$ cat src/rtl/serial_add_pkg.sv
// Purpose : shared types and sizing helpers for the bit-serial adder.
// Latency : n/a (package only).
// Backpressure : n/a (package only).
//
// Contents:
//   state_e    - FSM encoding shared by the adder and anything that observes it
//   cnt_width  - bit-counter width for a given operand width
package serial_add_pkg;

  typedef enum logic [1:0] {
    IDLE = 2'd0,
    ADD  = 2'd1,
    DONE = 2'd2
  } state_e;

  localparam int unsigned DEFAULT_WIDTH = 4;

  // Counter must index bits 0..WIDTH-1; never narrower than one bit.
  function automatic int unsigned cnt_width(input int unsigned w);
    return (w < 2) ? 1 : $clog2(w);
  endfunction

endpackage

$ cat src/rtl/serial_add_unit_if.sv
// Purpose : operand-in / result-out handshake bundle for serial_add_unit.
// Latency : n/a (wires only).
// Backpressure : in_valid/in_ready on the operand side, out_valid/out_ready on the result side.
//
// Signals:
//   in_valid, in_ready, a, b, cin   - operand handshake
//   out_valid, out_ready, sum, cout - result handshake
//   busy                            - adder is stepping through bits
// Modports: master = upstream/downstream environment, slave = the adder.
interface serial_add_unit_if
  import serial_add_pkg::*;
#(
  parameter int unsigned WIDTH = DEFAULT_WIDTH
);

  logic             in_valid;
  logic             in_ready;
  logic [WIDTH-1:0] a;
  logic [WIDTH-1:0] b;
  logic             cin;
  logic             out_valid;
  logic             out_ready;
  logic [WIDTH-1:0] sum;
  logic             cout;
  logic             busy;

  modport master (
    output in_valid, a, b, cin, out_ready,
    input  in_ready, out_valid, sum, cout, busy
  );

  modport slave (
    input  in_valid, a, b, cin, out_ready,
    output in_ready, out_valid, sum, cout, busy
  );

endinterface

$ cat src/rtl/serial_add_unit_fa_cell.sv
// Purpose : single-bit combinational full adder.
// Latency : 0 cycles (combinational).
// Backpressure : none.
//
// Ports:
//   a_i, b_i, cin_i - addend bits and carry-in
//   s_o, cout_o     - sum bit and carry-out (majority of inputs)
module fa_cell (
  input  logic a_i,
  input  logic b_i,
  input  logic cin_i,
  output logic s_o,
  output logic cout_o
);

  assign s_o    = a_i ^ b_i ^ cin_i;
  assign cout_o = (a_i & b_i) | (a_i & cin_i) | (b_i & cin_i);

endmodule

$ cat src/rtl/serial_add_unit.sv
// Purpose : bit-serial adder, one bit pair per cycle LSB first through one full-adder cell.
// Latency : WIDTH cycles in ADD after acceptance; result presented until taken.
// Backpressure : in_ready low from acceptance until the result is taken; result held while out_ready low.
//
// Ports:
//   clk   - rising-edge clock
//   rst_n - asynchronous active-low reset
//   bus   - serial_add_unit_if slave: operand handshake in, result handshake out, busy
// WIDTH must match the width of the connected interface instance (2..32).
module serial_add_unit
  import serial_add_pkg::*;
#(
  parameter int unsigned WIDTH = DEFAULT_WIDTH
) (
  input  logic               clk,
  input  logic               rst_n,
  serial_add_unit_if.slave   bus
);

  localparam int unsigned          CNT_W    = cnt_width(WIDTH);
  localparam logic [CNT_W-1:0]     CNT_LAST = CNT_W'(WIDTH - 1);

  state_e           state_q, state_d;
  logic [WIDTH-1:0] sa_q, sa_d;
  logic [WIDTH-1:0] sb_q, sb_d;
  logic [WIDTH-1:0] sum_q, sum_d;
  logic             carry_q, carry_d;
  logic             cout_q, cout_d;
  logic [CNT_W-1:0] cnt_q, cnt_d;

  logic fa_s;
  logic fa_co;

  // The only arithmetic in the block: one bit per cycle from the low ends of SA/SB.
  fa_cell u_fa (
    .a_i   (sa_q[0]),
    .b_i   (sb_q[0]),
    .cin_i (carry_q),
    .s_o   (fa_s),
    .cout_o(fa_co)
  );

  always_ff @(posedge clk or negedge rst_n) begin
    if (!rst_n) begin
      state_q <= IDLE;
      sa_q    <= '0;
      sb_q    <= '0;
      sum_q   <= '0;
      carry_q <= 1'b0;
      cout_q  <= 1'b0;
      cnt_q   <= '0;
    end else begin
      state_q <= state_d;
      sa_q    <= sa_d;
      sb_q    <= sb_d;
      sum_q   <= sum_d;
      carry_q <= carry_d;
      cout_q  <= cout_d;
      cnt_q   <= cnt_d;
    end
  end

  always_comb begin
    state_d = state_q;
    sa_d    = sa_q;
    sb_d    = sb_q;
    sum_d   = sum_q;
    carry_d = carry_q;
    cout_d  = cout_q;
    cnt_d   = cnt_q;

    unique case (state_q)
      IDLE: begin
        // in_ready is high throughout IDLE, so in_valid alone completes the handshake.
        if (bus.in_valid) begin
          sa_d    = bus.a;
          sb_d    = bus.b;
          carry_d = bus.cin;
          sum_d   = '0;
          cnt_d   = '0;
          state_d = ADD;
        end
      end

      ADD: begin
        // Sum bits enter at the MSB so that after WIDTH shifts bit 0 sits at sum[0].
        sum_d   = {fa_s, sum_q[WIDTH-1:1]};
        sa_d    = sa_q >> 1;
        sb_d    = sb_q >> 1;
        carry_d = fa_co;
        cnt_d   = cnt_q + CNT_W'(1);
        if (cnt_q == CNT_LAST) begin
          cout_d  = fa_co;
          state_d = DONE;
        end
      end

      DONE: begin
        // sum/cout are untouched here, so they stay stable under backpressure.
        if (bus.out_ready) begin
          state_d = IDLE;
        end
      end

      default: begin
        state_d = IDLE;
      end
    endcase
  end

  assign bus.in_ready  = (state_q == IDLE);
  assign bus.out_valid = (state_q == DONE);
  assign bus.busy      = (state_q == ADD);
  assign bus.sum       = sum_q;
  assign bus.cout      = cout_q;

endmodule

$ cat src/flat_wrapper.sv
// flat-port wrapper written by rule: the top's interface ports become plain ports
module serial_add_unit_flat import serial_add_pkg::*;
#(
  parameter int unsigned WIDTH = DEFAULT_WIDTH
)
  (clk, rst_n, bus_in_valid, bus_a, bus_b, bus_cin, bus_out_ready, bus_in_ready, bus_out_valid, bus_sum, bus_cout, bus_busy);
  serial_add_unit_if #(.WIDTH(WIDTH)) bus_i ();
  input  logic clk;
  input  logic rst_n;
  input wire logic [$bits(bus_i.in_valid)-1:0] bus_in_valid;
  input wire logic [$bits(bus_i.a)-1:0] bus_a;
  input wire logic [$bits(bus_i.b)-1:0] bus_b;
  input wire logic [$bits(bus_i.cin)-1:0] bus_cin;
  input wire logic [$bits(bus_i.out_ready)-1:0] bus_out_ready;
  output wire logic [$bits(bus_i.in_ready)-1:0] bus_in_ready;
  output wire logic [$bits(bus_i.out_valid)-1:0] bus_out_valid;
  output wire logic [$bits(bus_i.sum)-1:0] bus_sum;
  output wire logic [$bits(bus_i.cout)-1:0] bus_cout;
  output wire logic [$bits(bus_i.busy)-1:0] bus_busy;
  assign bus_i.in_valid = bus_in_valid;
  assign bus_i.a = bus_a;
  assign bus_i.b = bus_b;
  assign bus_i.cin = bus_cin;
  assign bus_i.out_ready = bus_out_ready;
  assign bus_in_ready = bus_i.in_ready;
  assign bus_out_valid = bus_i.out_valid;
  assign bus_sum = bus_i.sum;
  assign bus_cout = bus_i.cout;
  assign bus_busy = bus_i.busy;
  serial_add_unit #(.WIDTH(WIDTH)) u_core (.clk(clk), .rst_n(rst_n), .bus(bus_i));
endmodule
$ cat config.mk
export PLATFORM = sky130hd
export DESIGN_NAME = serial_add_unit_flat
export DESIGN_NICKNAME = d
export VERILOG_FILES = /design/src/rtl/serial_add_pkg.sv /design/src/rtl/serial_add_unit_if.sv /design/src/rtl/serial_add_unit_fa_cell.sv /design/src/rtl/serial_add_unit.sv /design/src/flat_wrapper.sv
export SDC_FILE = /design/constraint.sdc
export NUM_CORES = 1
export LEC_CHECK = 0
export ABC_CLOCK_PERIOD_IN_PS = 1700
export CAP_MARGIN = 5
export CORE_MARGIN = 5
export CORE_UTILIZATION = 45
export CTS_BUF_LIST = sky130_fd_sc_hd__clkbuf_8
export DETAILED_ROUTE_END_ITERATION = 8
export GPL_TIMING_DRIVEN = 0
export PLACE_DENSITY = 0.74
export SLEW_MARGIN = 40
export SYNTH_ARGS = -nofsm -noshare
export SYNTH_HDL_FRONTEND = slang
export SYNTH_HIERARCHICAL = 1
export SYNTH_SLANG_ARGS = --single-unit
$ cat constraint.sdc
create_clock -name clk -period 1.7 [get_ports clk]
set_input_delay 0.34 -clock clk [delete_from_list [all_inputs] [get_ports clk]]
set_output_delay 0.34 -clock clk [all_outputs]
set_load 0.01 [all_outputs]
Word level (Yosys, flattened, before mapping)
Index checks and enable logic that the tools add are counted.
{ "op_classes": {"n_div": 0, "shifts": 0, "bitwise_logic": 7, "n_eq_ne": 6, "muxes": 14, "multipliers": 0, "n_reduce_logical": 5, "n_lt_le_gt_ge": 0, "n_addsub": 1} }
{ "op_table": {"columns": ["operator", "n"], "rows": [
  ["4-bit one-hot mux with 2 select lines", 3],
  ["4-bit 2-to-1 mux", 3],
  ["2-bit 2-to-1 mux", 4],
  ["2-bit one-hot mux with 3 select lines", 1],
  ["2-bit == test, second input constant", 2],
  ["2-bit != test, second input constant", 2],
  ["2-bit one-hot mux with 2 select lines", 1],
  ["2-bit AND reduction", 2],
  ["1-bit AND", 3],
  ["3-bit AND reduction", 1],
  ["2-bit by 1-bit adder with 2-bit output, second input constant", 1],
  ["2-bit by 1-bit == test with 1-bit output, second input constant", 1],
  ["2-bit zero test", 1],
  ["2-bit by 1-bit != test with 1-bit output, second input constant", 1],
  ["1-bit OR", 2],
  ["1-bit one-hot mux with 2 select lines", 1],
  ["2-bit nonzero test", 1],
  ["1-bit bitwise XOR", 2],
  ["1-bit 2-to-1 mux", 1]
]} }
{ "totals": {"register_bits": 18, "rom_bits": 0, "input_bits": 13, "ramBits": 0, "latchBits": 0, "mem_count": 0, "elab_cells": 40, "out_inout_bits": 8} }

Longest topological paths before layout
Gate-level depths: netlist (run 1).
{ "logic_depth": {"word_depth": 4, "mapped_depth": 6, "depth_no_buf": 4} }

Modules after synthesis
Netlist (run 1), hierarchy kept.
{ "modules_own_cells": {"columns": ["module", "n_inst", "cells_each", "seq_area_each_um2", "area_per_inst_um2"], "rows": [
  ["serial_add_unit", 1, 73, 450.4, 817.0],
  ["fa_cell", 1, 1, 0.0, 20.0]
]} }

Worst setup path after synthesis (run 1)
Ideal clock, no wire load.
{ "synth_path": {"path_kind": "reg-to-reg", "start": "register u_core.state_q[1]", "end": "register u_core.cout_q (netlist: u_core/bus.cout)", "path_stages_with_launch": 7, "setup_time_ns": 0.125, "synth_period_minus_slack_ns": 1.261, "path_slack_ns": 0.439, "required_time_ns": 1.575, "path_buffers": 2, "t_arrival_ns": 1.136, "cell_sequence": "dfrtp_1 buf_6 nand2b_4 buf_6 clkinv_4 nand2_4 mux2_4"} }
{ "synth_via": {"elab_chain_cells": 2} }
{ "synth_rtl": {"columns": ["element", "line", "rtl"], "rows": [
  ["from (decl)", "serial_add_unit.sv:23", "state_e state_q, state_d;"],
  ["from (signal assigned)", "serial_add_unit.sv:53", "state_q <= state_d;"],
  ["2-bit by 1-bit == test with 1-bit output", null, null],
  ["via bus_busy", "flat_wrapper.sv:19", "output wire logic [$bits(bus_i.busy)-1:0] bus_busy;"],
  ["2-bit AND reduction (no source line)", null, null],
  ["to (signal assigned)", "serial_add_unit.sv:58", "cout_q <= cout_d;"],
  ["to (decl)", "serial_add_unit.sv:28", "logic cout_q, cout_d;"]
]} }
The timed path passes the listed nets, and every way through them passes these cells.
A chain may end at the register's enable or synchronous reset.

Final worst setup path (run 1)
{ "layout_path": {"start": "register u_core.state_q[1]", "end": "output bus_busy"} }
{ "layout_via": {"elab_chain_cells": 1} }
{ "layout_rtl": {"columns": ["element", "line", "rtl"], "rows": [
  ["2-bit by 1-bit == test with 1-bit output", "serial_add_unit.sv:113", "assign bus.busy = (state_q == ADD);"],
  ["to (decl)", "flat_wrapper.sv:19", null]
]} }
Every way passes these cells.

==> flow_summary.html, run 1 <==
<table>
<tr><th>Metric</th><th>Value</th></tr>
<tr><th colspan="2">Outcome</th></tr>
<tr><td>Status</td><td>finished clean</td></tr>
<tr><th colspan="2">Global routing</th></tr>
<tr><td>Total overflow reported by the global router</td><td>0</td></tr>
<tr><td>Antenna violations before repair</td><td>0</td></tr>
<tr><td>Maximum number of pins on one net before global-route repair</td><td>19</td></tr>
<tr><td>Number of global-route vias before repair</td><td>694</td></tr>
<tr><td>Total global routing track utilization</td><td>0.1431</td></tr>
<tr><td>Global-route wire length before repair</td><td>a little under 3 mm</td></tr>
<tr><th colspan="2">Timing</th></tr>
<tr><td>Final period util</td><td>0.9276</td></tr>
<tr><td>Transition at the pin with the smallest max-transition slack</td><td>approximately 0.46 ns</td></tr>
<tr><td>Pins Over Slew Limit</td><td>0</td></tr>
<tr><td>Number of hold violations in the final report</td><td>0</td></tr>
<tr><td>Minimum clock period after layout</td><td>1.577 ns</td></tr>
<tr><td>Max Clk Rate</td><td>0.6341 GHz</td></tr>
<tr><td>Worst slew margin relative to its limit</td><td>0.6947</td></tr>
<tr><td>Setup repair after global routing missed its margin</td><td>no</td></tr>
<tr><td>Fin Clk Skew</td><td>0.004154 ns</td></tr>
<tr><td>Final-report setup violation count</td><td>0</td></tr>
<tr><th colspan="2">Drt</th></tr>
<tr><td>Number of vias per cell after detailed routing</td><td>around 5.6</td></tr>
<tr><td>Routed len/inst</td><td>between 10 and 15 um</td></tr>
<tr><td>Met3 wire len</td><td>roughly 110 um</td></tr>
<tr><td>Routed met2 length</td><td>818 um</td></tr>
<tr><td>Number of DRC violations after detailed-routing iteration 0</td><td>8</td></tr>
<tr><td>Number of nets still failing antenna checks after routing</td><td>0</td></tr>
<tr><td>Sum of routed wire segments on met1</td><td>798 um</td></tr>
<tr><td>Post-route DRC violation count</td><td>0</td></tr>
<tr><td>Wirelength, routed</td><td>roughly 1.7 mm</td></tr>
<tr><td>DR pass1 iterations</td><td>4</td></tr>
<tr><td>Highest routed layer</td><td>met4</td></tr>
<tr><td>Via count</td><td>687</td></tr>
<tr><th colspan="2">Floorplanning</th></tr>
<tr><td>Total number of placement rows</td><td>15</td></tr>
<tr><td>Placeable core region</td><td>1745 um2</td></tr>
<tr><td>Width of the die</td><td>53.13 um</td></tr>
<tr><td>Top-Level Pins</td><td>21</td></tr>
<tr><td>Total Die Area</td><td>between 2000 and 3000 um2</td></tr>
<tr><td>Starting density of the core</td><td>0.4796</td></tr>
<tr><td>Vertical die dimension</td><td>roughly 53 um</td></tr>
<tr><th colspan="2">Clock network</th></tr>
<tr><td>Buffer levels on the longest clock path</td><td>2</td></tr>
<tr><td>TritonCTS Sinks</td><td>18</td></tr>
<tr><td>Clk pin slew, worst setup/hold paths</td><td>~0.06 ns</td></tr>
<tr><td>Number of buffers inserted during clock tree synthesis</td><td>3</td></tr>
<tr><td>Clk root buf</td><td>clkbuf_8</td></tr>
<tr><td>Clk_lat worst skew</td><td>approximately 0.24 ns</td></tr>
<tr><td>H-tree levels</td><td>1</td></tr>
<tr><td>TritonCTS clock tree</td><td>done</td></tr>
<tr><th colspan="2">Pwr</th></tr>
<tr><td>Post-layout total power</td><td>between 2000 and 2500 uW</td></tr>
<tr><td>Leak pwr</td><td>roughly 0.00048 uW</td></tr>
<tr><td>Maximum vdd ir drop</td><td>about 0.85 mV</td></tr>
<tr><td>Total power density per cell area</td><td>around 1800 nW/um2</td></tr>
<tr><th colspan="2">Synth</th></tr>
<tr><td>Post-synthesis sequential area ratio</td><td>0.5381</td></tr>
<tr><td>#FFs+latches synth</td><td>18</td></tr>
<tr><td>Post-Syn Area</td><td>roughly 840 um2</td></tr>
<tr><td>EDFF count, synth</td><td>0</td></tr>
<tr><td>Proportion of register bits with asynchronous set or reset after synthesis</td><td>1.000</td></tr>
<tr><td>Post-synthesis cell count</td><td>74</td></tr>
<tr><td>Share of the synthesized area in the top cell type</td><td>0.5381</td></tr>
<tr><td>Distinct cells, synth</td><td>25</td></tr>
<tr><td>Cell accounting for the most synthesized area</td><td>dfrtp_1</td></tr>
<tr><td>Mean instance size in the synthesized netlist</td><td>approximately 11 um2</td></tr>
<tr><td>Net count after synthesis</td><td>89</td></tr>
<tr><td>Leading post-synthesis cells by cell area</td><td>dfrtp_1, o22ai_1, a22o_1, a21oi_1, buf_6</td></tr>
<tr><td>Top flip-flop cell by instance count after synthesis</td><td>dfrtp_1</td></tr>
<tr><td>Warning count from the yosys run</td><td>6</td></tr>
<tr><th colspan="2">Finish</th></tr>
<tr><td>Synthesis-to-finish area growth</td><td>32.44%</td></tr>
<tr><td>Share of cells above drive strength 1</td><td>0.1633</td></tr>
<tr><td>Post-layout net count</td><td>between 100 and 150</td></tr>
<tr><td>FF+latch area</td><td>roughly 450 um2</td></tr>
<tr><td>Diode insertion count for antenna repair</td><td>0</td></tr>
<tr><td>Multi-input combinational cell area</td><td>335.3 um2</td></tr>
<tr><td>Fin util</td><td>0.6351</td></tr>
<tr><td>Filler Cell Count</td><td>between 100 and 150</td></tr>
<tr><th colspan="2">Critical path</th></tr>
<tr><td>Worst flop-to-flop path endpoint</td><td>u_core/bus.cout</td></tr>
<tr><td>Kind of critical path</td><td>reg2out</td></tr>
<tr><td>Required time of the worst setup path</td><td>approximately 1.4 ns</td></tr>
<tr><td>Crit-path most repeated cell</td><td>buf_6</td></tr>
<tr><td>Critical-path top delay cell</td><td>dfrtp_1</td></tr>
<tr><td>Critical path arrival</td><td>1.24 ns</td></tr>
<tr><td>Cell-by-cell listing of the critical path</td><td>buf_6 &gt; nand2b_4 &gt; buf_6 &gt; clkinv_4 &gt; clkbuf_2</td></tr>
<tr><td>Reg2reg path depth</td><td>6</td></tr>
<tr><td>Flop-to-flop setup slack</td><td>0.38 ns</td></tr>
<tr><td>Sort of element at the start of the critical path</td><td>register</td></tr>
<tr><td>Crit path max fanout</td><td>10</td></tr>
<tr><td>Crit Reg-Reg Startpoint</td><td>u_core/state_q[1]</td></tr>
<tr><td>Delay of the slowest cell on the worst path</td><td>0.37 ns</td></tr>
<tr><td>Endpoint type of the worst setup path</td><td>primary output</td></tr>
<tr><td>Start point of the critical path</td><td>u_core/state_q[1]</td></tr>
<tr><th colspan="2">Placement</th></tr>
<tr><td>Detailed placement HPWL</td><td>approximately 1.2 mm</td></tr>
<tr><td>Global placer's final weighted congestion</td><td>0.7742</td></tr>
<tr><td>Count of input and output buffers</td><td>20</td></tr>
<tr><th colspan="2">Job</th></tr>
<tr><td>Max-cap violations</td><td>0</td></tr>
<tr><th colspan="2">Min path</th></tr>
<tr><td>Class of the tightest hold or removal check</td><td>in2async</td></tr>
</table>
==> through the flow <==
stage / setup slack [ns] / setup TNS [ns] / cell area, um2 / instances / hold slack (ns)
detailed placement: -0.001502 / -0.001502 / 1069 / 119 / 0.4935
floorplan: 0.4393 / 0 / 837.1 / 74 / 0.04441
global route: 0.07901 / 0 / 1109 / 123 / 0.04203
global placement: -0.004651 / -0.004651 / 1069 / 119 / 0.4782
CTS: 0.01649 / 0 / 1119 / 123 / 0.5031
finish: 0.1230 / 0 / 1109 / 123 / 0.01509
==> cells by family (layout without fill, tap and decap cells) <==
family / after synthesis / after routing / share of synthesized area
adder cells (fa/ha/maj): 2 / 2 / 0.03886
buffers and inverters: 7 / 31 / 0.06129
AND/OR/NAND/NOR: 14 / 14 / 0.09867
flip-flops: 18 / 18 / 0.5381
multiplexers: 1 / 1 / 0.01793
AO/OA/AOI/OAI: 32 / 32 / 0.2451
==> metal layers <==
layer | GRT usage | vias up
li1 | - | 324
met5 | 0 | -
met4 | 0.06383 | 0
met2 | 0.2273 | 21
met3 | 0.03380 | 2
met1 | 0.1836 | 340
==> power breakdown <==
group | switching (uW) | leakage (uW) | internal, uW | total, uW
clock | 123 | 0.0000216 | 157 | 280
combinational | 493 | 0.000239 | 507 | 1000
sequential | 135 | 0.000219 | 626 | 761
==> what timing repair did <==
action,in CTS,in global routing
setup buffers,1,0
endpoints found under the setup margin,3,1
gates resized for setup,5,1
hold buffers,0,0
==> cell type report <==
type	instances	area share
plain buffers	4	0.03160
clock buffers	3	0.03725
inverters	3	0.01806
multi-input cells	49	0.3025
flip-flops and latches	18	0.4063
well taps	25	0.02822
repair buffers	21	0.1761
==> cell usage after synthesis, types with 2 or more instances <==
| master | n |
|---|---|
| a21oi_1 | 7 |
| dfrtp_1 | 18 |
| a22o_1 | 5 |
| nor2_1 | 5 |
| buf_6 | 2 |
| o22ai_1 | 12 |
| inv_1 | 2 |
| o21ai_0 | 3 |
| nand2_1 | 3 |
| o21ai_1 | 2 |
==> flip-flops by register name (all words and copies together), names as in the netlist <==
register and flops:
u_core/state_q 2, u_core/cnt_q 2, u_core/sa_q 4, u_core/bus.cout 1, u_core/sb_q 4, u_core/carry_q 1
u_core/bus.sum 4
==> worst max path at each step <==
stage / end / slack [ns] / cells after the start
after floorplan: u_core/bus.cout / 0.44 / 6
after global placement: bus_busy / -0.005 / 5
after detailed placement: bus_busy / -0.002 / 5
after CTS: bus_busy / 0.02 / 5
after global routing: bus_in_ready / 0.08 / 3
final: bus_busy / 0.12 / 5
==> critical path: cells and delay by family (launching register included) <==
kind	cells	cell delay (ns)
buffers and inverters	4	0.49
flip-flops	1	0.37
AND/OR/NAND/NOR	1	0.14
==> layout by cell type (no fill, tap or decap), types with 2 or more instances in the layout <==
cell	n
a21oi_1	7
a22o_1	5
buf_2	2
buf_4	2
buf_6	2
clkbuf_8	3
clkdlybuf4s50_1	16
dfrtp_1	18
dlygate4sd2_1	2
nand2_1	3
nor2_1	5
o21ai_0	3
o21ai_1	2
o22ai_1	12
No activity file was read; power rests on OpenSTA's default activity.
==> run 2, diff against run 1 <==
Settings changed: ABC_CLOCK_PERIOD_IN_PS 1700 to 2000, CORE_UTILIZATION 45 to 40, PLACE_DENSITY 0.74 to 0.67.
Clock period 1.7 ns to 2 ns, I/O delays scaled along.
==> run 2 against run 1 <==
Compared with the run above:
- clock power fell by 12%
- critical path depth fell by 1
- combinational power fell by 15%
- register-to-register slack improved by 0.31 ns
- cell area fell by 0.23%
- first-iteration DRC count fell by 38%
- total power fell by 15%
- cell count rose by 0.81%
- wire length rose by 1.7%
- highest routed layer unchanged
==> flow_summary.html, run 2 (same netlist as run 1, synthesis figures left out) <==
<table>
<tr><th>Metric</th><th>Value</th></tr>
<tr><th colspan="2">Floorplanning</th></tr>
<tr><td>Starting density of the core</td><td>0.4223 (was 0.4796)</td></tr>
<tr><td>Vertical die dimension</td><td>55.75 um (was 53.13 um)</td></tr>
<tr><td>Total Die Area</td><td>3108 um2 (was 2823 um2)</td></tr>
<tr><td>Top-Level Pins</td><td>21 (unchanged)</td></tr>
<tr><td>Total number of placement rows</td><td>16 (was 15)</td></tr>
<tr><td>Width of the die</td><td>55.75 um (was 53.13 um)</td></tr>
<tr><td>Placeable core region</td><td>1982 um2 (was 1745 um2)</td></tr>
<tr><th colspan="2">Critical path</th></tr>
<tr><td>Kind of critical path</td><td>reg2out (unchanged)</td></tr>
<tr><td>Sort of element at the start of the critical path</td><td>register (unchanged)</td></tr>
<tr><td>Crit Reg-Reg Startpoint</td><td>u_core/state_q[1] (unchanged)</td></tr>
<tr><td>Buf/Inv on CP</td><td>3 (was 4)</td></tr>
<tr><td>Cell-by-cell listing of the critical path</td><td>buf_6 &gt; inv_1 &gt; nor2_1 &gt; clkdlybuf4s50_1 (was buf_6 &gt; nand2b_4 &gt; buf_6 &gt; clkinv_4 &gt; clkbuf_2)</td></tr>
<tr><td>Endpoint type of the worst setup path</td><td>primary output (unchanged)</td></tr>
<tr><td>Worst flop-to-flop path endpoint</td><td>u_core/bus.cout (unchanged)</td></tr>
<tr><td>Crit path max-delay family</td><td>buffers and inverters (unchanged)</td></tr>
<tr><td>Delay of the slowest cell on the worst path</td><td>0.54 ns (was 0.37 ns)</td></tr>
<tr><td>Critical-path top delay cell</td><td>clkdlybuf4s50_1 (was dfrtp_1)</td></tr>
<tr><td>Start point of the critical path</td><td>u_core/state_q[1] (unchanged)</td></tr>
<tr><td>Crit path max fanout</td><td>10 (unchanged)</td></tr>
<tr><td>Required time of the worst setup path</td><td>1.60 ns (was 1.36 ns)</td></tr>
<tr><td>Reg2reg path depth</td><td>6 (unchanged)</td></tr>
<tr><td>Critical path arrival</td><td>1.51 ns (was 1.24 ns)</td></tr>
<tr><td>Flop-to-flop setup slack</td><td>0.69 ns (was 0.38 ns)</td></tr>
<tr><th colspan="2">Placement</th></tr>
<tr><td>Count of input and output buffers</td><td>20 (unchanged)</td></tr>
<tr><td>Minimum setup slack after placement</td><td>0.2286 ns (was -0.001502 ns)</td></tr>
<tr><td>Cell count after placement</td><td>121 (was 119)</td></tr>
<tr><td>Detailed placement HPWL</td><td>1.285 mm (was 1.235 mm)</td></tr>
<tr><td>Global placer's final weighted congestion</td><td>0.7236 (was 0.7742)</td></tr>
<tr><th colspan="2">Drt</th></tr>
<tr><td>Routed len/inst</td><td>14.21 um (was 14.08 um)</td></tr>
<tr><td>Post-route DRC violation count</td><td>0 (unchanged)</td></tr>
<tr><td>Number of nets still failing antenna checks after routing</td><td>0 (unchanged)</td></tr>
<tr><td>Wirelength, routed</td><td>1.762 mm (was 1.732 mm)</td></tr>
<tr><td>Routed met2 length</td><td>854 um (was 818 um)</td></tr>
<tr><td>DR pass1 iterations</td><td>2 (was 4)</td></tr>
<tr><td>Via count</td><td>676 (was 687)</td></tr>
<tr><td>Number of DRC violations after detailed-routing iteration 0</td><td>5 (was 8)</td></tr>
<tr><td>Sum of routed wire segments on met1</td><td>780 um (was 798 um)</td></tr>
<tr><td>Number of vias per cell after detailed routing</td><td>5.452 (was 5.585)</td></tr>
<tr><td>Met3 wire len</td><td>82 um (was 107 um)</td></tr>
<tr><td>Highest routed layer</td><td>met4 (unchanged)</td></tr>
<tr><th colspan="2">Clock network</th></tr>
<tr><td>Clk root buf</td><td>clkbuf_8 (unchanged)</td></tr>
<tr><td>H-tree levels</td><td>1 (unchanged)</td></tr>
<tr><td>Buffer levels on the longest clock path</td><td>2 (unchanged)</td></tr>
<tr><td>Clk pin slew, worst setup/hold paths</td><td>0.06 ns (about the same)</td></tr>
<tr><td>Number of buffers added to fix hold violations after cts</td><td>0 (unchanged)</td></tr>
<tr><td>Post-CTS setup buffer count</td><td>0 (was 1)</td></tr>
<tr><td>Clk_lat worst skew</td><td>0.25 ns (was 0.24 ns)</td></tr>
<tr><td>TritonCTS Sinks</td><td>18 (unchanged)</td></tr>
<tr><td>Number of buffers inserted during clock tree synthesis</td><td>3 (unchanged)</td></tr>
<tr><td># resized after CTS</td><td>1 (was 5)</td></tr>
<tr><td>TritonCTS clock tree</td><td>done (unchanged)</td></tr>
<tr><th colspan="2">Min path</th></tr>
<tr><td>Class of the tightest hold or removal check</td><td>in2async (unchanged)</td></tr>
<tr><th colspan="2">Timing</th></tr>
<tr><td>Minimum clock period after layout</td><td>1.907 ns</td></tr>
<tr><td>Max Clk Rate</td><td>0.5244 GHz</td></tr>
<tr><td>Number of hold violations in the final report</td><td>0 (unchanged)</td></tr>
<tr><td>Fin Clk Skew</td><td>0.0009675 ns (was 0.004154 ns)</td></tr>
<tr><td>Final period util</td><td>0.9535</td></tr>
<tr><td>Worst slew margin relative to its limit</td><td>0.6851 (was 0.6947)</td></tr>
<tr><td>Setup repair after global routing missed its margin</td><td>no (unchanged)</td></tr>
<tr><td>Transition at the pin with the smallest max-transition slack</td><td>0.4714 ns (was 0.4570 ns)</td></tr>
<tr><td>Pins Over Slew Limit</td><td>0 (unchanged)</td></tr>
<tr><td>Aggregate negative setup slack</td><td>0 ns (unchanged)</td></tr>
<tr><td>Least setup slack across all paths after layout</td><td>0.09292 ns (was 0.1230 ns)</td></tr>
<tr><td>Final-report setup violation count</td><td>0 (unchanged)</td></tr>
<tr><th colspan="2">Global routing</th></tr>
<tr><td>Antenna violations before repair</td><td>0 (unchanged)</td></tr>
<tr><td>Number of global-route vias before repair</td><td>720 (was 694)</td></tr>
<tr><td>Total overflow reported by the global router</td><td>0 (unchanged)</td></tr>
<tr><td>Total global routing track utilization</td><td>0.1257 (was 0.1431)</td></tr>
<tr><td>Maximum number of pins on one net before global-route repair</td><td>19 (unchanged)</td></tr>
<tr><td>Global-route wire length before repair</td><td>3.084 mm (was 2.980 mm)</td></tr>
<tr><th colspan="2">Finish</th></tr>
<tr><td>Cell Count, Final, Fillers Out</td><td>124 (was 123)</td></tr>
<tr><td>Most used cells in the layout excluding fill and tap cells</td><td>clkdlybuf4s50_1, dfrtp_1, o22ai_1 (was dfrtp_1, clkdlybuf4s50_1, o22ai_1)</td></tr>
<tr><td>Share of cells above drive strength 1</td><td>0.1340 (was 0.1633)</td></tr>
<tr><td>Post-layout net count</td><td>114 (was 115)</td></tr>
<tr><td>Diode insertion count for antenna repair</td><td>0 (unchanged)</td></tr>
<tr><td>Filler Cell Count</td><td>185 (was 148)</td></tr>
<tr><td>Synthesis-to-finish area growth</td><td>32.14% (was 32.44%)</td></tr>
<tr><th colspan="2">Pwr</th></tr>
<tr><td>Post-layout total power</td><td>1743 uW (was 2042 uW)</td></tr>
<tr><td>Maximum vdd ir drop</td><td>0.8894 mV (was 0.8504 mV)</td></tr>
<tr><td>Leak pwr</td><td>0.0004707 uW (was 0.0004796 uW)</td></tr>
<tr><td>Total power density per cell area</td><td>1576 nW/um2 (was 1842 nW/um2)</td></tr>
<tr><th colspan="2">Job</th></tr>
<tr><td>Max-cap violations</td><td>0 (unchanged)</td></tr>
<tr><th colspan="2">Outcome</th></tr>
<tr><td>Status</td><td>finished clean (unchanged)</td></tr>
</table>
## run 2: cell types whose count changed in the layout (fill, tap and decap cells not counted), sizes merged
cell	change
buf	-1
clkbuf	-1
clkdlybuf4s50	+2
clkinvlp	-1
dlygate4sd2	-1
inv	+1
## run 2: per-layer routing
metal  up-vias  global-route usage
met2        17              0.2078
met5         -                   0
li1        318                   -
met1       337              0.1455
met3         4             0.03016
met4         0             0.07639
## run 2: how the worst max path moves through the flow
stage	slack [ns]	endpoint	depth (start not counted)
2_1_floorplan	0.74	u_core/bus.cout	6
3_3_place_gp	0.23	bus_busy	5
3_5_place_dp	0.23	bus_busy	5
4_1_cts	0.09	bus_out_valid	4
5_1_grt	0.02	bus_out_valid	4
6_report	0.09	bus_out_valid	4
## run 2: stage by stage
| stage | util | area (um2) | hold slack [ns] |
|---|---|---|---|
| detailed placement | 0.5404 | 1071 | 0.4822 |
| finish | 0.5581 | 1106 | 0.06992 |
| global route | 0.5581 | 1106 | 0.09422 |
| floorplan | - | 837.1 | 0.1044 |
| CTS | 0.5606 | 1111 | 0.5057 |
| global placement | 0.5404 | 1071 | 0.4802 |
## run 2: final cells by class
type	count	area, um2	share of cell area
sequential	18	450.4	0.4072
multi-input combinational	49	335.3	0.3032
timing repair buffer	20	193.9	0.1753
clock buffer	3	41.29	0.03733
buffer	4	35.03	0.03167
tap	27	33.78	0.03054
inverter	3	16.27	0.01471
## run 2: power by group
part           leakage (uW)  total (uW)  internal, uW  switching [uW]
logic              0.000230         850           437             413
registers          0.000219         649           532             116
clock network     0.0000216         245           134             111
==> RTL edit 1 (flow settings as in run 1) <==
Take the reset off `sa_q` and load it in a clocked block of its own.
--- a/src/rtl/serial_add_unit.sv
+++ b/src/rtl/serial_add_unit.sv
@@ -43,7 +43,6 @@
   always_ff @(posedge clk or negedge rst_n) begin
     if (!rst_n) begin
       state_q <= IDLE;
-      sa_q    <= '0;
       sb_q    <= '0;
       sum_q   <= '0;
       carry_q <= 1'b0;
@@ -51,13 +50,16 @@
       cnt_q   <= '0;
     end else begin
       state_q <= state_d;
-      sa_q    <= sa_d;
       sb_q    <= sb_d;
       sum_q   <= sum_d;
       carry_q <= carry_d;
       cout_q  <= cout_d;
       cnt_q   <= cnt_d;
     end
+  end
+
+  always_ff @(posedge clk) begin
+    sa_q <= sa_d;
   end
 
   always_comb begin
Check against the original RTL: no difference found for any inputs over 10 cycles, from zero or initial values and one cycle with rst_n low; that may be too few to reach the edited logic, so the function may still have changed.
==> RTL edit 1 against run 1 <==
Synthesized cell count is 5.4% lower; sequential power is 7.4% higher; sequential share of layout area is 2.9 points higher; worst setup slack worse by 43 ps; cell area is 2.3% lower; clock skew is 1.8 ps lower; highest routed layer unchanged; sequential cell count stayed put; synthesized area is 4.8% lower; power is 2.0% higher; clock power is 4% higher; critical path type unchanged; largest cell class unchanged; wire length is 4.4% lower.
==> RTL edit 1: results (changes against run 1) <==
* Final #Nets at 112 (-2.6%)
* Post-synth top cells: dfrtp_1, nand2_1, o22ai_1, a21oi_1, a22o_1
* Sequential fraction of total cell area at 43.5% (+2.9 points)
* Post-Place Setup Slack at -2.75 ps (-1.24 ps)
* Relative area of non-clock buffer cells in the final design at 20.7% (-0.098 points)
* Detailed-route via count at 633 (-7.9%)
* Number of enable flip-flop cells after synthesis at 4 (+4)
* Mux contribution to synthesized area at 1.88% (+0.090 points)
* Net count after synthesis at 85 (-4.5%)
* Wire length of the first global-routing pass at 2740 µm (-8.1%)
* HPWL after detailed placement at 1180 µm (-4.8%)
* GR Layer Usage met1 at 18.3% (-0.045 points)
* Routed length on met2 at 805 µm (-1.6%)
* Fraction of met3 tracks used by global routing at 4.01% (+0.63 points)
* Share of synthesized cell area in full adder, half adder and majority cells at 4.08% (+0.20 points)
* Non-clock inverter total of the final layout at 4 (+1)
* Mapped cell area at 797 µm² (-4.8%)
* Top post-synthesis cells by area: dfrtp_1, edfxtp_1, o22ai_1
* Sequential standard cell area at 472 µm² (+4.7%)
* Worst vdd rail ir drop at 0.898 mV (+5.6%)
* Global placer's final weighted congestion at 0.715 (-7.6%)
* Filler instances at 151 (+2.0%)
* FF-to-FF Start: u_core/state_q[0]$_DFFE_PN0P_
* Portion of the post-synthesis area used by sequential elements at 59.0% (+5.2 points)
* Fraction of area in clock buffers and inverters at 4.16% (+0.43 points)
* Max Clock Freq at 617 MHz (-2.7%)
* Routed Wire Length at 1660 µm (-4.4%)
* Synthesized-area fraction occupied by ao, oa, aoi and oai cells at 18.1% (-6.5 points)
* Slack of the worst reg-to-reg path at 190 ps (-190 ps)
* Final hold slack at 480 ps (+465 ps)
* Layout cell share with drive strength beyond 1 at 11.5% (-4.9 points)
* Post-CTS sizing at 4 (-1)
* Worst slew pin tran at 623 ps (+166 ps)
* Initial DRC Count at 12 (+4)
* Buffers excl. clock at 24 (-4.0%)
* Status: finished, final reports clean
* Dpl cell area at 1020 µm² (-4.7%)
* Leakage power at 0.488 nW (+1.8%)
* FFs w/ async S/R, synth at 77.8% (-22 points)
* Wire length on met1 at 747 µm (-6.4%)
* Fraction of met2 tracks used by global routing at 22.0% (-0.76 points)
* Logic depth of the worst register-to-register path at 3 (-3)
* Met3 WL post-DR at 90 µm (-16%)
* Total global-route track usage at 14.1% (-0.26 points)
* Post-layout instance count excluding filler cells at 121 (-1.6%)
* Switching share of power at 36.3% (-0.46 points)
-- RTL edit 1: changes by cell type in the layout (fill, tap and decap cells not counted), moves of 2 or more --
cell      before  now
inv_1          1    4
edfxtp_1       0    4
dfrtp_1       18   13
nand2_1        3   11
buf_2          2    0
o22ai_1       12    8
a21oi_1        7    5
o21ai_1        2    0
-- RTL edit 1: how the worst max path moves through the flow --
stage / endpoint / startpoint / cells past startpoint
2_1_floorplan: u_core/sa_q[0]$_DFFE_PP_ / bus_in_valid / 3
3_3_place_gp: bus_busy / u_core/state_q[1]$_DFFE_PN0P_ / 4
3_5_place_dp: bus_busy / u_core/state_q[1]$_DFFE_PN0P_ / 4
4_1_cts: bus_busy / u_core/state_q[0]$_DFFE_PN0P_ / 4
5_1_grt: bus_busy / u_core/state_q[1]$_DFFE_PN0P_ / 4
6_report: bus_busy / u_core/state_q[1]$_DFFE_PN0P_ / 4
==> RTL edit 2 (settings of run 1) <==
Without the edit above. Change the package constant `DEFAULT_WIDTH` from 4 to 5.
--- a/src/rtl/serial_add_pkg.sv
+++ b/src/rtl/serial_add_pkg.sv
@@ -13,7 +13,7 @@
     DONE = 2'd2
   } state_e;
 
-  localparam int unsigned DEFAULT_WIDTH = 4;
+  localparam int unsigned DEFAULT_WIDTH = 5;
 
   // Counter must index bits 0..WIDTH-1; never narrower than one bit.
   function automatic int unsigned cnt_width(input int unsigned w);
Ports: changed (resized bus_a, bus_b and bus_sum); port bits go from 21 to 24. The function was not compared with the original's and may differ.
==> RTL edit 2 against run 1 <==
Cell area is 20% higher; worst setup slack worse by 50 ps; synthesized area is 20% higher; sequential cell count is 4 higher; clock skew is 1.6 ps lower; global-route usage is 0.40 points higher; power is 20% higher; wire length is 24% higher.
==> RTL edit 2: results (changes against run 1) <==
* Status: finished, final reports clean
* Routed Wire Length at 2150 µm (+24%)
* Portion of the post-synthesis area used by sequential elements at 54.8% (+0.98 points)
* Layout cell share with drive strength beyond 1 at 14.3% (-2.0 points)
* Total of buffers placed on input and output ports at 23 (+15%)
* Placed insts at 142 (+19%)
* HPWL after detailed placement at 1540 µm (+24%)
* Slack of the worst reg-to-reg path at 440 ps (+60 ps)
* Detailed-route wire length per cell at 14.6 µm (+3.9%)
* Met3 WL post-DR at 102 µm (-4.7%)
* Clk pin slew, worst setup/hold paths at 80 ps (+20 ps)
* Critical Path End: bus_out_valid
* Psw at 906 µW (+21%)
* Max Clock Freq at 615 MHz (-3.1%)
* Data arrival time of the critical path at 1290 ps (+50 ps)
* Detailed-route via count at 857 (+25%)
* Wire length of the first global-routing pass at 3840 µm (+29%)
* Worst Clk Skew at 2.53 ps (-1.63 ps)
* Slowest-stage cell, CP: dfrtp_2
* Iteration count of the initial detailed-routing pass at 4 (unchanged)
* Net count after synthesis at 109 (+22%)
* Worst slew pin tran at 494 ps (+37.0 ps)
* Total global-route track usage at 14.7% (+0.40 points)
* Maximum number of pins on one net before global-route repair at 23 (+4)
* Logic depth of the worst register-to-register path at 5 (-1)
* Filler instances at 184 (+24%)
* Leakage power at 0.569 nW (+19%)
* Initial DRC Count at 18 (+10)
* Part of the power in combinational logic at 45.8% (-3.2 points)
* FFs w/ async S/R, synth at 100% (unchanged)
* Synthesized area divided by synthesized cell count at 11.0 µm² (-2.4%)
* Seq power at 967 µW (+27%)
* Fraction of met3 tracks used by global routing at 3.39% (+0.013 points)
* Switching share of power at 36.8% (about the same)
* Routed length on met2 at 1020 µm (+24%)
* Destination of the worst register-to-register timing path: u_core/carry_q$_DFFE_PN0P_
* Share of synthesized cell area in full adder, half adder and majority cells at 4.48% (+0.60 points)
* Global placer's final weighted congestion at 0.757 (-2.3%)
* Post-synth top cells: dfrtp_1, o22ai_1, a21oi_1, a22o_1
* Final hold slack at 35.1 ps (+20.0 ps)
* Worst vdd rail ir drop at 0.933 mV (+9.7%)
* Area added between synthesis and finish at 32.1%
* Via count of the first global-routing pass at 844 (+22%)
* Post-Place Setup Slack at 17.6 ps (+19.1 ps)
RTL edit 2: cell types whose count changed after synthesis, sizes merged, moves of 2 or more:
| cell | before | now |
|---|---|---|
| a21oi | 7 | 9 |
| inv | 2 | 4 |
| nor2 | 5 | 3 |
| dfrtp | 18 | 22 |
| o22ai | 12 | 18 |
RTL edit 2: cell families (layout without fill, tap and decap cells):
logic type,after synthesis,in the layout
mux,1,1
compound gates,42,42
simple gates,13,13
buf+inv,10,38
flops,22,22
fa+ha+maj,3,3
RTL edit 2: what timing repair did:
| item | in CTS | in global routing |
|---|---|---|
| buffers inserted | 1 | 0 |
| setup endpoints to repair | 3 | 1 |
| gates resized for setup | 4 | 1 |
RTL edit 2: layout make-up:
class	instances	share of cell area, %
buffer	5	2.26
clock buffer	4	4.15
inverter	5	1.79
multi-input combinational	59	30.3
sequential	22	41.6
tap	28	2.64
timing repair buffer	24	17.2
